**config.mk**
```make
export PLATFORM = sky130hd
export DESIGN_NAME = mem_arbiter
export DESIGN_NICKNAME = d
export VERILOG_FILES = /design/src/rtl/mem_arb_pkg.sv /design/src/rtl/arb_pick.sv /design/src/rtl/mem_arbiter.sv
export SDC_FILE = /design/constraint.sdc
export NUM_CORES = 1
export LEC_CHECK = 0
export ABC_CLOCK_PERIOD_IN_PS = 1600
export CAP_MARGIN = 15
export CORE_AREA = 2 2 172 174
export DETAILED_ROUTE_END_ITERATION = 8
export DIE_AREA = 0 0 174 176
export GPL_ROUTABILITY_DRIVEN = 0
export MAX_ROUTING_LAYER = met4
export PLACE_DENSITY = 0.45
export SYNTH_ARGS = -nofsm -noshare
export SYNTH_HDL_FRONTEND = slang
export SYNTH_SLANG_ARGS = --single-unit
```
**constraint.sdc**
```tcl
create_clock -name clk -period 1.6 [get_ports clk]
set_input_delay 0.24 -clock clk [delete_from_list [all_inputs] [get_ports clk]]
set_output_delay 0.24 -clock clk [all_outputs]
set_load 0.02 [all_outputs]
```
**src/rtl/mem_arb_pkg.sv**
```systemverilog
// mem_arb_pkg: types shared by the IFU/LSU memory-port arbiter and its grant selector.
package mem_arb_pkg;

  typedef enum logic [1:0] {
    ARB_IDLE    = 2'd0,
    ARB_WAIT_IF = 2'd1,
    ARB_WAIT_LS = 2'd2
  } arb_state_t;

  typedef enum logic {
    GNT_IF = 1'b0,
    GNT_LS = 1'b1
  } arb_gnt_t;

  // Bit positions inside the 2-bit request vector handed to arb_pick
  localparam int unsigned REQ_IF = 0;
  localparam int unsigned REQ_LS = 1;

endpackage

```
**src/rtl/arb_pick.sv**
```systemverilog
// arb_pick: 2-way combinational grant selector; fixed LSU > IFU by default,
// round-robin on contention when MEM_ARB_RR_EN is defined.
module arb_pick
  import mem_arb_pkg::*;
(
  input  logic [1:0] req,
  input  arb_gnt_t   last_grant,
  output arb_gnt_t   grant
);

`ifdef MEM_ARB_RR_EN
  // On contention hand the port to the master that did not win last time
  always_comb begin
    grant = GNT_IF;
    if (req[REQ_IF] && req[REQ_LS]) begin
      grant = (last_grant == GNT_IF) ? GNT_LS : GNT_IF;
    end else if (req[REQ_LS]) begin
      grant = GNT_LS;
    end else begin
      grant = GNT_IF;
    end
  end
`else
  // Fixed priority needs neither the IFU request bit nor the grant history
  logic unused_pick_s;
  assign unused_pick_s = ^{req[REQ_IF], last_grant};

  // Fixed priority: the LSU always wins
  always_comb begin
    grant = GNT_IF;
    if (req[REQ_LS]) begin
      grant = GNT_LS;
    end else begin
      grant = GNT_IF;
    end
  end
`endif

endmodule

```
**src/rtl/mem_arbiter.sv**
```systemverilog
// mem_arbiter: shares one memory port between IFU and LSU, one transaction in flight.
// Define MEM_ARB_RR_EN for round-robin arbitration instead of fixed LSU priority.
module mem_arbiter
  import mem_arb_pkg::*;
#(
  parameter int unsigned ADDR_W = 32,
  parameter int unsigned DATA_W = 64
) (
  input  logic                  clk,
  input  logic                  rst,
  input  logic                  if_req_valid,
  output logic                  if_req_ready,
  input  logic [ADDR_W-1:0]     if_addr,
  input  logic                  if_kill,
  output logic                  if_rsp_valid,
  output logic [DATA_W-1:0]     if_rdata,
  input  logic                  ls_req_valid,
  output logic                  ls_req_ready,
  input  logic [ADDR_W-1:0]     ls_addr,
  input  logic                  ls_wen,
  input  logic [DATA_W-1:0]     ls_wdata,
  input  logic [DATA_W/8-1:0]   ls_wmask,
  output logic                  ls_rsp_valid,
  output logic [DATA_W-1:0]     ls_rdata,
  output logic                  mem_req_valid,
  input  logic                  mem_req_ready,
  output logic [ADDR_W-1:0]     mem_addr,
  output logic                  mem_wen,
  output logic [DATA_W-1:0]     mem_wdata,
  output logic [DATA_W/8-1:0]   mem_wmask,
  input  logic                  mem_rsp_valid,
  input  logic [DATA_W-1:0]     mem_rdata,
  output logic                  arb_err
);

  localparam int unsigned MASK_W = DATA_W / 8;

  arb_state_t state_r;
  arb_state_t state_nxt_s;
  logic       kill_pending_r;
  logic       kill_pending_nxt_s;
  logic       arb_err_r;
  logic       accept_s;
  arb_gnt_t   grant_s;
  arb_gnt_t   last_grant_s;

`ifdef MEM_ARB_RR_EN
  arb_gnt_t last_grant_r;

  // Most recent winner, feeding the round-robin tie-break
  always_ff @(posedge clk) begin
    if (rst) begin
      last_grant_r <= GNT_IF;
    end else if (accept_s) begin
      last_grant_r <= grant_s;
    end else begin
      last_grant_r <= last_grant_r;
    end
  end

  assign last_grant_s = last_grant_r;
`else
  assign last_grant_s = GNT_IF;
`endif

  arb_pick u_pick (
    .req        ({ls_req_valid, if_req_valid}),
    .last_grant (last_grant_s),
    .grant      (grant_s)
  );

  // Request routing, handshakes, response steering and next-state logic
  always_comb begin
    state_nxt_s        = state_r;
    kill_pending_nxt_s = kill_pending_r;
    accept_s           = 1'b0;
    mem_req_valid      = 1'b0;
    if_req_ready       = 1'b0;
    ls_req_ready       = 1'b0;
    if_rsp_valid       = 1'b0;
    ls_rsp_valid       = 1'b0;
    if_rdata           = mem_rdata;
    ls_rdata           = mem_rdata;
    if (grant_s == GNT_LS) begin
      mem_addr  = ls_addr;
      mem_wen   = ls_wen;
      mem_wdata = ls_wdata;
      mem_wmask = ls_wmask;
    end else begin
      mem_addr  = if_addr;
      mem_wen   = 1'b0;
      mem_wdata = {DATA_W{1'b0}};
      mem_wmask = {MASK_W{1'b0}};
    end

    if (rst) begin
      state_nxt_s        = ARB_IDLE;
      kill_pending_nxt_s = 1'b0;
    end else begin
      case (state_r)
        ARB_IDLE: begin
          mem_req_valid = if_req_valid | ls_req_valid;
          accept_s      = mem_req_valid & mem_req_ready;
          if (grant_s == GNT_LS) begin
            ls_req_ready = accept_s;
            state_nxt_s  = accept_s ? ARB_WAIT_LS : ARB_IDLE;
          end else begin
            if_req_ready = accept_s;
            state_nxt_s  = accept_s ? ARB_WAIT_IF : ARB_IDLE;
          end
          // A kill in the very cycle the fetch is accepted already condemns it
          if (accept_s) begin
            kill_pending_nxt_s = (grant_s == GNT_IF) & if_kill;
          end else begin
            kill_pending_nxt_s = kill_pending_r;
          end
        end
        ARB_WAIT_IF: begin
          if_rsp_valid       = mem_rsp_valid & ~kill_pending_r & ~if_kill;
          kill_pending_nxt_s = kill_pending_r | if_kill;
          state_nxt_s        = mem_rsp_valid ? ARB_IDLE : ARB_WAIT_IF;
        end
        ARB_WAIT_LS: begin
          ls_rsp_valid = mem_rsp_valid;
          state_nxt_s  = mem_rsp_valid ? ARB_IDLE : ARB_WAIT_LS;
        end
        default: begin
          state_nxt_s        = ARB_IDLE;
          kill_pending_nxt_s = 1'b0;
        end
      endcase
    end
  end

  // FSM state, kill tracking and the sticky stray-response flag
  always_ff @(posedge clk) begin
    if (rst) begin
      state_r        <= ARB_IDLE;
      kill_pending_r <= 1'b0;
      arb_err_r      <= 1'b0;
    end else begin
      state_r        <= state_nxt_s;
      kill_pending_r <= kill_pending_nxt_s;
      if ((state_r == ARB_IDLE) && mem_rsp_valid) begin
        arb_err_r <= 1'b1;
      end else begin
        arb_err_r <= arb_err_r;
      end
    end
  end

  assign arb_err = arb_err_r;

endmodule

```
==> results.rst <==
.. list-table::
   :header-rows: 1

   * - Metric
     - Value
   * - Result of the run
     - finished, final reports clean
   * - Placed Instance Area
     - 4250 µm²
   * - Quantity of hold-fixing buffers added after cts
     - 0
   * - Final Setup Violations
     - 0
   * - Post-synthesis register bit count
     - 4
   * - Residual overflow from global routing
     - 0
   * - RSZ-0062 raised after global routing
     - false
   * - Post-Synthesis Cell Area
     - 2070 µm²
   * - Antenna-violating nets left
     - 0
   * - Root buffer selected by CTS
     - clkbuf_16
   * - Initial antenna violation count
     - 1
   * - Maximum number of pins on one net before global-route repair
     - 26
   * - Area growth, synth to finish
     - 102%
   * - Data required time of the critical path
     - 1.36 ns
   * - Die Ht
     - 176 µm
   * - Via count of the first global-routing pass
     - 2359
   * - Buf+Inv Stages, Crit Path
     - 2
   * - Antenna diode count
     - 0
   * - Endpoint class of the critical path
     - output port
   * - Simple-gate share of the synthesized area
     - 0.263
   * - Clock network power share
     - 0.253
   * - Crit path arrival time
     - 1.28 ns
   * - Maximum operating frequency
     - 656 MHz
   * - Count of distinct cell types in the synthesized netlist
     - 20
   * - Number of warnings reported in the yosys synthesis log
     - 0
   * - Final WL
     - 8440 µm
   * - Core area
     - 28500 µm²
   * - Final Power
     - 1.53 mW
   * - Avg Vias per Cell
     - 2.80
   * - Critical path, cell by cell
     - clkdlybuf4s50_1, mux2_2, dlygate4sd2_1
   * - Worst Reg-to-Reg Cells
     - 4
   * - Multiplexer share of the synthesized area
     - 0.185
   * - Global-route wire length before repair
     - 12100 µm
   * - Hold Path Cell Cnt
     - 3
   * - Dominant combinational cell family by area after synthesis
     - buffers and inverters
   * - Synthesized-area fraction occupied by ao, oa, aoi and oai cells
     - 0.0139
   * - Number of violations reported at the end of detailed-routing iteration 0
     - 8
   * - Share of synthesized area occupied by flip-flops and latches
     - 0.0387
   * - Kind of start point of the critical path
     - primary input
   * - DRC violation count after routing
     - 0
   * - Global-route total usage across every layer
     - 0.0508
   * - TritonRoute pass-1 iters
     - 2
   * - Placed cell count
     - 791
   * - Avg Inst Size Synth
     - 7.58 µm²
   * - DP HPWL
     - 7460 µm
   * - Nets in the synthesized netlist
     - 481
   * - Number of cells in the finished layout apart from fillers
     - 794
   * - Buffer levels on the longest clock path
     - 2
   * - Slowest cell on the critical path
     - clkdlybuf4s50_1
   * - Clock latency on the worst-skew pair
     - 0.22 ns
   * - Combinational Power Share
     - 0.676
   * - CTS tree
     - done
   * - Depth of the CTS H-tree
     - 1
   * - Min-delay worst type
     - in -> reg
   * - Critical path class
     - in -> out
   * - Number of failing hold endpoints at the final stage
     - 0
   * - Category of cells accounting for the largest share of critical-path delay
     - buffers and inverters
   * - Part of the total power dissipated in sequential elements
     - 0.072
   * - Clock slew at reported path FFs
     - 0.03 ns
   * - Initial core utilization
     - 0.0724
   * - Critical Path Fanout Max
     - 1
   * - Adder-cell area share of the yosys netlist
     - 0
   * - Postcts setup bufs
     - 0
   * - Final Critical Period
     - 1.52 ns
   * - Minimum setup slack in the final design
     - 0.0764 ns
   * - Vias
     - 2227
   * - Synth Instances
     - 273
   * - Peak VDD IR
     - 0.278 mV
   * - Total of max-cap violations
     - 0
   * - FF-to-FF setup slack
     - 0.49 ns
   * - Worst rel slew slack
     - 0.828
   * - Nets
     - 620
   * - Die boundary width
     - 174 µm
   * - Post-synthesis share of cell area spent on xor and xnor gates
     - 0
   * - Count of buffers from port buffering
     - 254
   * - FP Rows
     - 62
   * - Final core utilization
     - 0.147
   * - Reg2Reg Capture Point
     - kill_pending_r
   * - Internal Dissipation
     - 1.04 mW
   * - Slowest Stage Delay on Critical Path
     - 0.45 ns
   * - Number of placed I/O pins
     - 447
   * - Worst hold slack after final layout
     - 0.427 ns
   * - Routed len/inst
     - 10.6 µm
   * - Worst slew pin tran
     - 0.254 ns
   * - Max Slew Vio Count
     - 0
   * - Reported net switching power
     - 495 µW
   * - Launch point of the worst hold path
     - rst
   * - Post-place setup slack
     - -0.458 ns
   * - Share of layout cells above drive strength 1
     - 0.161
   * - Worst flop-to-flop path startpoint
     - state_r[1]
   * - Total negative slack for setup checks
     - 0 ns
   * - Post-route design area
     - 4190 µm²
   * - # clock sinks
     - 4
   * - Period utilization
     - 0.952
   * - Setup Skew
     - 0.000271 ns
   * - Area enclosed by the die boundary
     - 30600 µm²
   * - Cell area power density
     - 366 nW/µm²
   * - Total clock buffers created by CTS
     - 3
   * - WHS Endpoint
     - state_r[0]
   * - Share of total power consumed by net switching
     - 0.323
   * - Leakage Power
     - 1.82 nW
-- sequential cells by signal (all words and copies together), names as in the netlist --
signal and cells:
state_r 2, arb_err 1, kill_pending_r 1
-- kinds of logic after synthesis --
group | count (synthesis)
flops | 4
buf+inv | 141
compound gates | 4
mux | 34
simple gates | 90
-- how the worst max path moves through the flow --
stage	from	to	slack, ns	cells after the start
floorplan	state_r[1]	if_rsp_valid	0.30	3
detailed placement	rst	mem_req_valid	-0.46	4
finish	ls_addr[14]	mem_addr[14]	0.08	3
global placement	rst	if_req_ready	-0.45	4
global route	state_r[0]	ls_rsp_valid	0.01	4
CTS	rst	mem_req_valid	0.005	4
-- metal layers --
| metal | up-vias | track usage | routed length (µm) |
|---|---|---|---|
| met5 | - | - | 0 |
| met4 | 0 | 0.0273 | 461 |
| met3 | 52 | 0.0297 | 1500 |
| met2 | 245 | 0.0853 | 3870 |
| met1 | 923 | 0.0452 | 2620 |
| li1 | 1007 | - | - |
-- power by group through the flow --
stage / Clock, mW / Sequential, mW / Combinational [mW]
after global routing: 0.406 / 0.110 / 1.10
after global placement: 0 / 0.111 / 1.17
after CTS: 0.393 / 0.109 / 1.05
final: 0.387 / 0.109 / 1.03
after detailed placement: 0 / 0.111 / 1.17
after floorplan: 0 / 0.115 / 0.885
-- placed cells by master, fill, tap and decap left out, types with 2 or more instances in the layout --
cell               n
buf_12             3
nor2_1             8
clkbuf_16          3
nor3_2             2
clkdlybuf4s50_1  142
nand2_1            2
mux2_2            34
o211ai_1           2
and2_1            73
dfxtp_1            4
buf_4             22
dlygate4sd2_1    104
-- Yosys cell counts --
cell | instances | area share
inv_1 | 1 | 0.0018
o311ai_1 | 1 | 0.0042
nor3_1 | 1 | 0.0024
buf_4 | 128 | 0.46
nor3_2 | 2 | 0.0097
a21oi_1 | 1 | 0.0024
nor2_1 | 8 | 0.015
nand2_1 | 2 | 0.0036
dfxtp_1 | 4 | 0.039
and2_1 | 73 | 0.22
nand3b_1 | 1 | 0.0036
clkbuf_1 | 7 | 0.013
buf_8 | 1 | 0.0073
nand3_1 | 1 | 0.0024
mux2_2 | 34 | 0.19
buf_6 | 1 | 0.0054
o211ai_1 | 2 | 0.0073
or3_1 | 1 | 0.0030
buf_2 | 3 | 0.0073
and3_1 | 1 | 0.0030
-- what timing repair did --
item / CTS / global route
gates cloned: 0 / 0
endpoints found under the setup margin: 109 / 4
gates resized for setup: 123 / 5
pin swaps: 0 / 0
-- tightest hold or removal path: cells and delay by family --
family | cells | cell delay, ns
simple gates | 1 | 0.04
buf+inv | 2 | 0.32
-- layout make-up --
cell class	instances	area, µm²
fill	3348	24400
timing repair buffer	274	2580
multi-input combinational	128	961
tap	384	480
sequential	4	80.1
clock buffer	3	75.1
inverter	1	3.75
No activity file was read; power rests on OpenSTA's default activity.
